## config.mk

```make
export PLATFORM = sky130hd
export DESIGN_NAME = thermo_mask_seq
export DESIGN_NICKNAME = d
export VERILOG_FILES = /design/src/rtl/gnn_mask_pkg.sv /design/src/rtl/thermo_dec.sv /design/src/rtl/thermo_mask_seq.sv
export SDC_FILE = /design/constraint.sdc
export NUM_CORES = 1
export LEC_CHECK = 0
export BUFFER_PORTS_ARGS = -buffer_cell sky130_fd_sc_hd__buf_2
export CAP_MARGIN = 20
export CORE_MARGIN = 2
export CORE_UTILIZATION = 52
export CTS_CLUSTER_DIAMETER = 30
export DETAILED_ROUTE_END_ITERATION = 10
export GPL_TIMING_DRIVEN = 0
export PLACE_DENSITY = 0.82
export SYNTH_ARGS = -nofsm -noshare
export SYNTH_HDL_FRONTEND = slang
export SYNTH_SLANG_ARGS = --single-unit
```

## constraint.sdc

```tcl
create_clock -name clk -period 4 [get_ports clk]
set_input_delay 1.2 -clock clk [delete_from_list [all_inputs] [get_ports clk]]
set_output_delay 1.2 -clock clk [all_outputs]
set_load 0.01 [all_outputs]
```

## src/rtl/gnn_mask_pkg.sv

```systemverilog
// Shared types and sizing helpers for the GNN lane-mask generator.
package gnn_mask_pkg;

  typedef enum logic {
    IDLE = 1'b0,
    RUN  = 1'b1
  } state_t;

  localparam int DEF_LANES = 64;

  // Width needed to hold a lane count from 0 up to and including LANES.
  function automatic int cnt_w(input int lanes);
    return $clog2(lanes) + 1;
  endfunction

endpackage

```

## src/rtl/thermo_dec.sv

```systemverilog
// Combinational thermometer decoder: the low cnt bits of mask are set,
// and cnt >= LANES saturates to all ones.
module thermo_dec
  import gnn_mask_pkg::*;
#(
  parameter int LANES = DEF_LANES
) (
  input  logic [cnt_w(LANES)-1:0] cnt,
  output logic [LANES-1:0]        mask
);

  localparam int CW = cnt_w(LANES);

  for (genvar gi = 0; gi < LANES; gi++) begin : g_lane
    assign mask[gi] = (cnt > CW'(gi));
  end

endmodule

```

## src/rtl/thermo_mask_seq.sv

```systemverilog
// Streams LANES-wide lane-valid masks for a requested vector length.
// Define TMASK_CNT_EN to add the per-beat set-bit count output m_cnt.
module thermo_mask_seq
  import gnn_mask_pkg::*;
#(
  parameter int LANES = DEF_LANES,
  parameter int LEN_W = 16
) (
  input  logic                    clk,
  input  logic                    rst,
  input  logic                    s_valid,
  output logic                    s_ready,
  input  logic [LEN_W-1:0]        s_len,
  output logic                    m_valid,
  input  logic                    m_ready,
  output logic [LANES-1:0]        m_mask,
  output logic                    m_last
`ifdef TMASK_CNT_EN
  ,
  output logic [cnt_w(LANES)-1:0] m_cnt
`endif
);

  localparam int CW = cnt_w(LANES);

  state_t             r_state;
  state_t             w_state_next;
  logic [LEN_W-1:0]   r_rem;
  logic [LANES-1:0]   r_mask;
  logic               r_last;

  logic               w_accept;
  logic               w_beat_hs;
  logic               w_load;
  logic [LEN_W-1:0]   w_src;
  logic [CW-1:0]      w_cnt;
  logic               w_last_next;
  logic [LANES-1:0]   w_mask;

  assign m_valid   = (r_state == RUN);
  assign w_beat_hs = m_valid & m_ready;
  assign w_accept  = s_valid & s_ready;

  always_comb begin
    w_state_next = r_state;
    s_ready      = 1'b0;
    w_load       = 1'b0;
    case (r_state)
      IDLE: begin
        s_ready = 1'b1;
        if (w_accept) begin
          w_state_next = RUN;
          w_load       = 1'b1;
        end
      end
      RUN: begin
        // Zero-bubble handoff: a new command may be taken on the last-beat handshake.
        s_ready = w_beat_hs & r_last;
        if (w_accept) begin
          w_load = 1'b1;
        end else if (w_beat_hs) begin
          if (r_last) w_state_next = IDLE;
          else        w_load       = 1'b1;
        end
      end
      default: begin
        w_state_next = IDLE;
      end
    endcase
  end

  // Remaining-element count for the beat about to be registered.
  assign w_src       = w_accept ? s_len : (r_rem - LEN_W'(LANES));
  assign w_cnt       = (w_src >= LEN_W'(LANES)) ? CW'(LANES) : w_src[CW-1:0];
  assign w_last_next = (w_src <= LEN_W'(LANES));

  thermo_dec #(
    .LANES (LANES)
  ) u_dec (
    .cnt  (w_cnt),
    .mask (w_mask)
  );

  always_ff @(posedge clk or posedge rst) begin
    if (rst) begin
      r_state <= IDLE;
      r_rem   <= '0;
      r_mask  <= '0;
      r_last  <= 1'b0;
    end else begin
      r_state <= w_state_next;
      if (w_load) begin
        r_rem  <= w_src;
        r_mask <= w_mask;
        r_last <= w_last_next;
      end
    end
  end

  assign m_mask = r_mask;
  assign m_last = r_last;

`ifdef TMASK_CNT_EN
  logic [CW-1:0] r_cnt;

  always_ff @(posedge clk or posedge rst) begin
    if (rst)         r_cnt <= '0;
    else if (w_load) r_cnt <= w_cnt;
  end

  assign m_cnt = r_cnt;
`endif

endmodule

```

==> run_results.csv, run 1 <==
group,metric,value,unit
clock_tree,numCtsBuffers,9,
clock_tree,clkLatencyLatePin,0.37,ns
worst_setup_path,worstSetupPathType,"primary input to flop",
placed_design,dp_cells,642,
yosys,synth_cell_types,58,
layout,nFillCells,651,
worst_setup_path,r2r-end,"m_mask[40]",
global_routing,grt_max_degree,53,
floorplan,start_util,0.530,
hold_path,whs_endpoint,"m_mask[15]",
yosys,yosys_warnings,0,
hold_path,worstHoldPathCells,1,
global_routing,antenna_found_initial,0,
clock_tree,clock_sinks,82,
worst_setup_path,ff2ff_setup_slack,0.69,ns
floorplan,fp.dieH,92.3,µm
floorplan,die_area,0.00852,mm²
yosys,synth.ff_latch_count,82,
timing,fmax,271,MHz
routing,drt_iter0_drc,364,
outcome,status,"finished, final reports clean",
global_routing,grt_pass1_vias,3855,
layout,layout.cells.non_filler,658,
clock_tree,htree_levels,3,
yosys,synth_area,0.00406,mm²
power,peakVddDrop,0.271,mV
power,finalPower,2.66,mW
yosys,ys.flop_type,"dfrtp_1",
floorplan,coreArea,0.00765,mm²
placed_design,numPortBuffers,86,
clock_tree,cts_tree,"yes",
worst_setup_path,reg2reg_depth,9,
worst_setup_path,end_kind,"flop",
worst_setup_path,path_max_fanout,10,
global_routing,overflow,0,
yosys,synth_seq_area_share,0.506,
flow_run,maxCapViolCount,0,
worst_setup_path,worstSetupStartpointType,"primary input",
clock_tree,postCtsSetupBuffers,0,
worst_setup_path,cp_data_required_time,4.26,ns
global_routing,grt_use_total,0.295,
clock_tree,clk_path_buf_depth,2,
routing,wl_per_cell,18.5,µm
timing,period_needed,3.68,ns
clock_tree,cts-root-buf,"clkbuf_8",
routing,vias_per_cell,6.17,
routing,drtAntennaViolNets,0,
floorplan,core.rowCount,32,
timing,setup_violations,0,
routing,drc,0,
clock_tree,clk_pin_slew,0.09,ns
power,power_density,546,mW/mm²
placed_design,dpl.hpwl,8500,µm
global_routing,grt_pass1_wl,19400,µm
timing,maxSlewHeadroom,0.416,
yosys,syn_area_per_cell,8.95,µm²
timing,slew_viol_final,0,
floorplan,die_w,92.3,µm
power,p_leak,1.80,nW
placed_design,dp_slack,-0.370,ns
yosys,synth_edf_count,0,
layout,drive_above_1_share,0.227,
placed_design,place_congestion,0.973,
worst_setup_path,reg2reg_from,"r_rem[6]",
layout,final_area,0.00486,mm²
layout,n_antenna_cell,0,
yosys,syn_nets,474,
timing,period_share,0.921,
timing,worstMarginPinSlew,0.868,ns
placed_design,postPlaceCellArea,0.00464,mm²
floorplan,io_pins,87,
timing,fin_ws,0.316,ns
hold_path,hold_class,"flop to flop",
routing,wl,12200,µm
yosys,async_flop_share,1.00,
routing,num_vias,4059,
hold_path,hold_start,"m_mask[15]",
timing,fin_skew,0.0116,ns
layout,area_growth,19.9,%
layout,layout.nets,572,
yosys,synth_cells,453,
routing,first_pass_iters,5,
timing,rsz0062_at_grt,"false",
worst_setup_path,crit_arrival,3.94,ns
timing,hold_viol,0,
==> cell type report <==
| cell class | count | area (µm²) | area share |
|---|---|---|---|
| Timing Repair Buffer | 87 | 458 | 0.0941 |
| Clock buffer | 10 | 138 | 0.0283 |
| Tap cell | 102 | 128 | 0.0262 |
| Clock inverter | 6 | 71.3 | 0.0147 |
| Inverter | 13 | 51.3 | 0.0105 |
| Buffer | 31 | 136 | 0.0280 |
| Sequential cell | 82 | 2050 | 0.422 |
| Multi-Input combinational cell | 327 | 1830 | 0.376 |
==> routing by layer <==
layer / vias to the layer above / part of all wire / global-route usage
li1: 1813 / - / -
met1: 1958 / 0.40 / 0.389
met2: 249 / 0.46 / 0.464
met3: 39 / 0.11 / 0.0773
met4: 0 / 0.029 / 0.121
met5: - / 0 / 0
==> placed cells by master, fill, tap and decap left out, drive strengths merged, types with 3 or more instances in the layout <==
cell	count
a211oi	3
a21oi	63
a31oi	12
and2	3
buf	97
clkbuf	31
dfrtp	82
inv	16
mux2i	5
nand2	35
nand2b	4
nand3	7
nand4	3
nor2	78
nor3	6
nor3b	3
o211ai	4
o21ai	33
o22a	17
o22ai	4
or2	4
or3	5
==> cells by family after synthesis <==
group                    Yosys count  synth area share
AO/OA/AOI/OAI                    160             0.248
AND/OR/NAND/NOR                  158             0.177
flip-flops                        82             0.506
buffers and inverters             44            0.0457
multiplexers                       7            0.0179
XOR/XNOR                           1           0.00216
adder cells (fa/ha/maj)            1           0.00308
==> cells in the mapped netlist, types with 2 or more instances <==
library cell	n	area (µm²)
dfrtp_1	82	2050
nor2_1	78	293
a21oi_1	63	315
nand2_1	35	131
o21ai_0	33	165
clkbuf_1	21	78.8
o22a_1	17	149
inv_1	13	48.8
a31oi_1	12	75.1
nand3_1	7	35.0
nor3_1	6	30.0
mux2i_1	5	50.1
or3_1	5	31.3
buf_2	4	20.0
buf_4	4	30.0
nand2b_1	4	25.0
o211ai_1	4	30.0
o22ai_1	4	25.0
or2_2	4	25.0
and2_1	3	18.8
nand4_1	3	18.8
nor3b_1	3	22.5
a211o_1	2	17.5
a211oi_1	2	15.0
and3_1	2	12.5
buf_1	2	7.51
mux2_2	2	22.5
o21a_1	2	15.0
o41ai_1	2	17.5
==> what timing repair did <==
item	CTS	global route
resized for setup	0	3
setup endpoints to repair	0	7
hold buffers	0	0
==> through the flow <==
stage | utilization | TNS [ns] | hold slack (ns)
2_1_floorplan | - | 0 | 0.485
6_report | 0.636 | 0 | 0.500
4_1_cts | 0.635 | 0 | 0.503
3_3_place_gp | 0.603 | -22.35 | 0.472
3_5_place_dp | 0.607 | -2.42 | 0.483
5_1_grt | 0.636 | 0 | 0.534
==> how the worst max path moves through the flow <==
stage          startpoint         end  slack [ns]  cells past startpoint
4_1_cts           m_ready  m_mask[11]       0.007                      9
2_1_floorplan     m_ready  m_mask[62]        0.68                      8
6_report          m_ready  m_mask[11]        0.32                      9
3_5_place_dp      m_ready  m_mask[11]       -0.37                      9
5_1_grt           m_ready   m_mask[0]        0.19                      9
3_3_place_gp      m_ready   m_mask[0]       -0.32                      9
==> power by group <==
part	internal [mW]	switching, mW	total (mW)
clock network	0.313	0.328	0.641
logic	0.325	0.674	0.999
registers	0.917	0.101	1.02
total	1.55	1.10	2.66
==> registers in the layout, indices dropped and copies added (netlist names) <==
| name | count |
|---|---|
| m_mask | 64 |
| r_rem | 16 |
| m_last | 1 |
| m_valid | 1 |
==> worst max-delay path, cell delays in order <==
cell and delay, ns:
buf_2 0.12, a21boi_2 0.36, nor2_1 0.13, buf_2 0.23, mux2i_2 0.56, inv_1 0.29, nor2_1 0.40, nand3_1 0.35
o22a_1 0.30
(Power assumes the default switching activity.)
==> inputs of run 2 (changes only) <==
--- a/config.mk
+++ b/config.mk
@@ -7,12 +7,14 @@
 export LEC_CHECK = 0
 export BUFFER_PORTS_ARGS = -buffer_cell sky130_fd_sc_hd__buf_2
 export CAP_MARGIN = 20
+export CELL_PAD_IN_SITES_DETAIL_PLACEMENT = 0
+export CELL_PAD_IN_SITES_GLOBAL_PLACEMENT = 1
 export CORE_MARGIN = 2
-export CORE_UTILIZATION = 52
+export CORE_UTILIZATION = 41
 export CTS_CLUSTER_DIAMETER = 30
 export DETAILED_ROUTE_END_ITERATION = 10
 export GPL_TIMING_DRIVEN = 0
-export PLACE_DENSITY = 0.82
+export PLACE_DENSITY = 0.85
 export SYNTH_ARGS = -nofsm -noshare
 export SYNTH_HDL_FRONTEND = slang
 export SYNTH_SLANG_ARGS = --single-unit
==> constraint.sdc (replaced) <==
create_clock -name clk -period 4 [get_ports clk]
set_input_delay 0.6 -clock clk [delete_from_list [all_inputs] [get_ports clk]]
set_output_delay 0.6 -clock clk [all_outputs]
set_load 0.01 [all_outputs]
==> run_results.csv, run 2 (same netlist as run 1, synthesis figures left out) <==
group,metric,value,unit
outcome,status,"finished, final reports clean",
global_routing,antenna_found_initial,0,
layout,final_cell_mix,"buf_2 (90), dfrtp_1 (82), nor2_1 (78)",
timing,worstMarginPinSlew,0.870,ns
power,peakVddDrop,0.210,mV
layout,final_area,0.00486,mm²
global_routing,grt_pass1_wl,19800,µm
layout,n_antenna_cell,0,
flow_run,maxCapViolCount,0,
timing,setup_tns,0,ns
timing,maxSlewHeadroom,0.404,
timing,fin_skew,0.0144,ns
routing,num_vias,3929,
routing,drtAntennaViolNets,0,
worst_setup_path,slowest_stage,"mux2i_1",
worst_setup_path,path_max_fanout,10,
hold_path,hold_class,"primary input to async pin",
global_routing,grt_max_degree,45,
global_routing,grt_pass1_vias,3745,
floorplan,start_util,0.419,
clock_tree,cts-resized-gates,0,
routing,drc,0,
timing,period_needed,3.51,ns
worst_setup_path,end_kind,"flop",
clock_tree,clock_sinks,82,
global_routing,overflow,0,
worst_setup_path,cp_data_required_time,4.26,ns
layout,layout_commonest_cell,"buf_2",
clock_tree,numCtsBuffers,9,
worst_setup_path,max_stage_delay,0.70,ns
routing,vias_per_cell,5.71,
floorplan,core.rowCount,36,
floorplan,coreArea,0.00968,mm²
routing,drt_iter0_drc,216,
floorplan,die_w,103,µm
clock_tree,cts-root-buf,"clkbuf_8",
routing,wl,12800,µm
layout,area_growth,19.8,%
placed_design,numPortBuffers,86,
timing,slew_viol_final,0,
timing,period_share,0.877,
placed_design,dpl.hpwl,8980,µm
power,p_leak,1.78,nW
timing,fmax,285,MHz
placed_design,place_congestion,0.901,
clock_tree,postCtsHoldBufs,0,
routing,wl_per_cell,18.5,µm
power,power_density,538,mW/mm²
timing,setup_violations,0,
worst_setup_path,worstSetupPathType,"flop to flop",
placed_design,postPlaceCellArea,0.00468,mm²
timing,hold_viol,0,
floorplan,die_area,0.0107,mm²
floorplan,io_pins,87,
layout,nFillCells,955,
clock_tree,postCtsSetupBuffers,0,
floorplan,fp.dieH,103,µm
routing,first_pass_iters,5,
clock_tree,htree_levels,3,
clock_tree,clkLatencyLatePin,0.37,ns
global_routing,grt_use_total,0.248,
worst_setup_path,cp_common_cell,"nor2_1",
layout,drive_above_1_share,0.218,
layout,largest_reg_flops,64,
timing,rsz0062_at_grt,"false",
worst_setup_path,worstSetupStartpointType,"flop",
worst_setup_path,path_cells,"a21boi_1 > nor2_1 > buf_2 > mux2i_1 > inv_1 > nor2_1 > nand3_1 > o22a_1",
worst_setup_path,crit_arrival,3.77,ns
clock_tree,clk_pin_slew,0.09,ns
timing,holdWs,0.274,ns
clock_tree,clk_path_buf_depth,2,
layout,layout.nets,572,
clock_tree,cts_tree,"yes",
==> run 2: final timing paths <==
| kind | start | endpoint | slack (ns) | depth (start not counted) |
|---|---|---|---|---|
| worst max-delay path | m_last | m_mask[11] | 0.49 | 8 |
| worst min-delay path | rst | m_mask[7] | 0.27 | 2 |
| worst max register to register | m_last | m_mask[11] | 0.49 | 8 |
| worst min register to register | m_mask[63] | m_mask[63] | 0.50 | 2 |
| max in group asynchronous | rst | m_mask[31] | 3.09 | 3 |
| min in group clk | m_mask[63] | m_mask[63] | 0.50 | 2 |
==> run 2: per-stage QoR <==
| step | std cells | power (mW) | setup slack (ns) | util |
|---|---|---|---|---|
| CTS | 688 | 2.59 | 0.549 | 0.502 |
| floorplan | 453 | 1.69 | 1.18 | - |
| global placement | 672 | 1.98 | 0.297 | 0.480 |
| global route | 688 | 2.77 | 0.275 | 0.502 |
| finish | 688 | 2.61 | 0.490 | 0.502 |
| detailed placement | 673 | 2.00 | 0.329 | 0.483 |
==> run 2: layer usage <==
metal,share of wire,GRT usage,vias up
met5,0,0,-
met4,0.026,0.115,0
met3,0.069,0.0524,29
met2,0.47,0.376,162
met1,0.43,0.341,1930
li1,-,-,1808
==> run 2: critical path, delay by kind of cell, from the launching register on <==
kind | cells | cell delay, ns
AOI/OAI and AO/OA | 2 | 0.80
buffers and inverters | 2 | 0.54
DFF | 1 | 0.44
muxes | 1 | 0.70
and+or+nand+nor | 3 | 0.92
==> run 2: final cells by class <==
class                   instances  area (µm²)  area share
flip-flops and latches         82        2050       0.422
clock inverters                 5        56.3      0.0116
repair buffers                 87         450      0.0927
plain buffers                  31         136      0.0281
clock buffers                  10         128      0.0263
inverters                      13        51.3      0.0106
multi-input cells             327        1820       0.374
well taps                     133         166      0.0342
==> run 2: report_power, final <==
| part | total (mW) | switching (mW) | internal, mW |
|---|---|---|---|
| registers | 1.01 | 0.0986 | 0.916 |
| clock network | 0.605 | 0.320 | 0.284 |
| logic | 0.993 | 0.672 | 0.321 |
| total | 2.61 | 1.09 | 1.52 |
==> inputs of run 3 (changes only) <==
--- a/config.mk
+++ b/config.mk
@@ -5,12 +5,13 @@
 export SDC_FILE = /design/constraint.sdc
 export NUM_CORES = 1
 export LEC_CHECK = 0
+export ABC_AREA = 1
 export BUFFER_PORTS_ARGS = -buffer_cell sky130_fd_sc_hd__buf_2
 export CAP_MARGIN = 20
 export CELL_PAD_IN_SITES_DETAIL_PLACEMENT = 0
 export CELL_PAD_IN_SITES_GLOBAL_PLACEMENT = 1
 export CORE_MARGIN = 2
-export CORE_UTILIZATION = 41
+export CORE_UTILIZATION = 40
 export CTS_CLUSTER_DIAMETER = 30
 export DETAILED_ROUTE_END_ITERATION = 10
 export GPL_TIMING_DRIVEN = 0
==> run_results.csv, run 3 <==
group,metric,value,unit
clock_tree,cts-root-buf,"clkbuf_8",
clock_tree,clock_sinks,82,
yosys,synth_area,0.00430,mm²
worst_setup_path,cp_data_required_time,4.26,ns
flow_run,maxCapViolCount,0,
floorplan,start_util,0.415,
yosys,syn_area_per_cell,7.67,µm²
clock_tree,htree_levels,3,
clock_tree,clk_path_buf_depth,2,
worst_setup_path,worstSetupStartpointType,"flop",
placed_design,numPortBuffers,86,
yosys,synthTopCellsByArea,"dfrtp_1 (48%), nand2_1 (20%), nand3_1 (5.1%)",
routing,drtAntennaViolNets,0,
timing,maxSlewHeadroom,0.432,
layout,utilization,0.497,
timing,setup_violations,0,
yosys,ys.flop_type,"dfrtp_1",
yosys,async_flop_share,1.00,
yosys,ys_top_cells_by_count,"nand2_1 (234), dfrtp_1 (82), nand3_1 (44), nor2_1 (36), inv_1 (30)",
routing,wl,12400,µm
layout,final_cell_mix,"nand2_1 (234), buf_2 (90), dfrtp_1 (82)",
yosys,yosys_warnings,0,
layout,layout.nets,680,
clock_tree,clkLatencyLatePin,0.37,ns
worst_setup_path,ff2ff_setup_slack,1.33,ns
worst_setup_path,worstSetupPathType,"flop to flop",
layout,largest_reg_flops,64,
layout,area_growth,19.9,%
global_routing,grt_max_degree,54,
yosys,synth_top_area_frac,0.477,
timing,hold_viol,0,
yosys,synth_cells,561,
layout,n_antenna_cell,0,
timing,slew_viol_final,0,
global_routing,grt_pass1_vias,3856,
yosys,syn_nets,582,
timing,fin_skew,0.00917,ns
worst_setup_path,reg2reg_from,"r_rem[6]",
yosys,synth_cell_types,41,
layout,drive_above_1_share,0.262,
clock_tree,numCtsBuffers,9,
power,power_density,632,mW/mm²
timing,rsz0062_at_grt,"false",
yosys,synth.ff_latch_count,82,
timing,setup_tns,0,ns
timing,period_share,0.667,
worst_setup_path,r2r-end,"m_mask[61]",
timing,period_needed,2.67,ns
clock_tree,cts-resized-gates,0,
clock_tree,cts_tree,"yes",
clock_tree,clk_pin_slew,0.09,ns
worst_setup_path,crit_arrival,2.93,ns
floorplan,die_w,108,µm
worst_setup_path,path_max_fanout,9,
placed_design,dp_slack,1.24,ns
clock_tree,postCtsHoldBufs,0,
power,peakVddDrop,0.265,mV
worst_setup_path,end_kind,"flop",
timing,fin_ws,1.33,ns
layout,layout_commonest_cell,"nand2_1",
routing,first_pass_iters,5,
yosys,synth_seq_area_share,0.477,
outcome,status,"finished, final reports clean",
routing,num_vias,4000,
global_routing,grt_pass1_wl,20200,µm
global_routing,antenna_found_initial,0,
placed_design,dpl.hpwl,9300,µm
power,p_leak,2.52,nW
yosys,synth_edf_count,0,
routing,wl_per_cell,15.6,µm
worst_setup_path,reg2reg_depth,17,
global_routing,overflow,0,
global_routing,grt_use_total,0.228,
hold_path,hold_class,"primary input to async pin",
worst_setup_path,cp-startpoint,"r_rem[6]",
routing,drc,0,
timing,worstMarginPinSlew,0.843,ns
floorplan,coreArea,0.0104,mm²
yosys,yosysMostFrequentCell,"nand2_1",
floorplan,fp.dieH,108,µm
floorplan,die_area,0.0116,mm²
placed_design,place_congestion,0.931,
floorplan,io_pins,87,
timing,fmax,375,MHz
routing,vias_per_cell,5.00,
routing,drt_iter0_drc,310,
yosys,yosys.area.top_type,"dfrtp_1",
clock_tree,postCtsSetupBuffers,0,
floorplan,core.rowCount,37,
worst_setup_path,endpoint,"m_mask[61]",
run 3: changes by cell type in the layout (fill, tap and decap cells not counted), moves of 12 or more:
cell      change
a21oi_1      -57
clkbuf_1     -16
inv_1        +17
nand2_1     +199
nand2_2      +12
nand3_1      +37
nor2_1       -42
o22a_1       -17
run 3: critical path, stage by stage, from the launching register on:
cell and delay (ns):
dfrtp_1 0.40, inv_1 0.11, ha_1 0.25, nand2_1 0.10, nor2_2 0.17, nand2_1 0.07
nand2_1 0.06, nand3_1 0.06, nand2_1 0.09, nand2_1 0.09, nor2_4 0.14, nand3_4 0.16
nor2_1 0.27, nand2_1 0.11, nor2_1 0.23, nand2_1 0.09, nand2_1 0.09, nand2_1 0.05
run 3: final cells by class:
class | instances | area, µm²
multi-input combinational | 420 | 1990
tap | 136 | 170
inverter | 40 | 154
sequential | 82 | 2050
fill | 1082 | 5210
buffer | 19 | 106
timing repair buffer | 87 | 458
clock inverter | 7 | 100
clock buffer | 9 | 124
run 3: logic make-up (layout without fill, tap and decap cells):
logic type / after synthesis / count (layout) / synth area share
simple gates: 372 / 372 / 0.395
compound gates: 46 / 46 / 0.0631
buf+inv: 59 / 162 / 0.0599
fa+ha+maj: 1 / 1 / 0.00291
flops: 82 / 82 / 0.477
xor+xnor: 1 / 1 / 0.00204
run 3: power by group:
group	total (mW)	switching, mW	internal, mW
combinational	1.39	0.954	0.433
clock	0.682	0.325	0.357
sequential	1.19	0.137	1.05
total	3.26	1.42	1.84
run 3: metrics by stage:
step	std cells	area [µm²]	power (mW)	hold WS, ns
final	800	5160	3.26	0.212
after global routing	800	5160	3.51	0.243
after CTS	800	5160	3.28	0.226
after detailed placement	784	4930	2.60	0.459
after global placement	783	4900	2.57	0.458
after floorplan	561	4300	2.15	0.475
run 3: how the worst min path moves through the flow:
stage / to / depth (start not counted) / slack (ns) / startpoint
2_1_floorplan: r_rem[14] / 2 / 0.47 / r_rem[14]
3_3_place_gp: m_mask[2] / 2 / 0.46 / m_mask[2]
3_5_place_dp: m_mask[38] / 2 / 0.46 / m_mask[38]
4_1_cts: m_mask[48] / 2 / 0.23 / rst
5_1_grt: m_mask[48] / 2 / 0.24 / rst
6_report: m_mask[48] / 2 / 0.21 / rst
run 3: routing by layer:
| metal | vias up | global-route usage | share of wire |
|---|---|---|---|
| li1 | 1966 | - | - |
| met1 | 1895 | 0.306 | 0.46 |
| met2 | 119 | 0.371 | 0.46 |
| met3 | 20 | 0.0496 | 0.060 |
| met4 | 0 | 0.0641 | 0.017 |
| met5 | - | 0 | 0 |
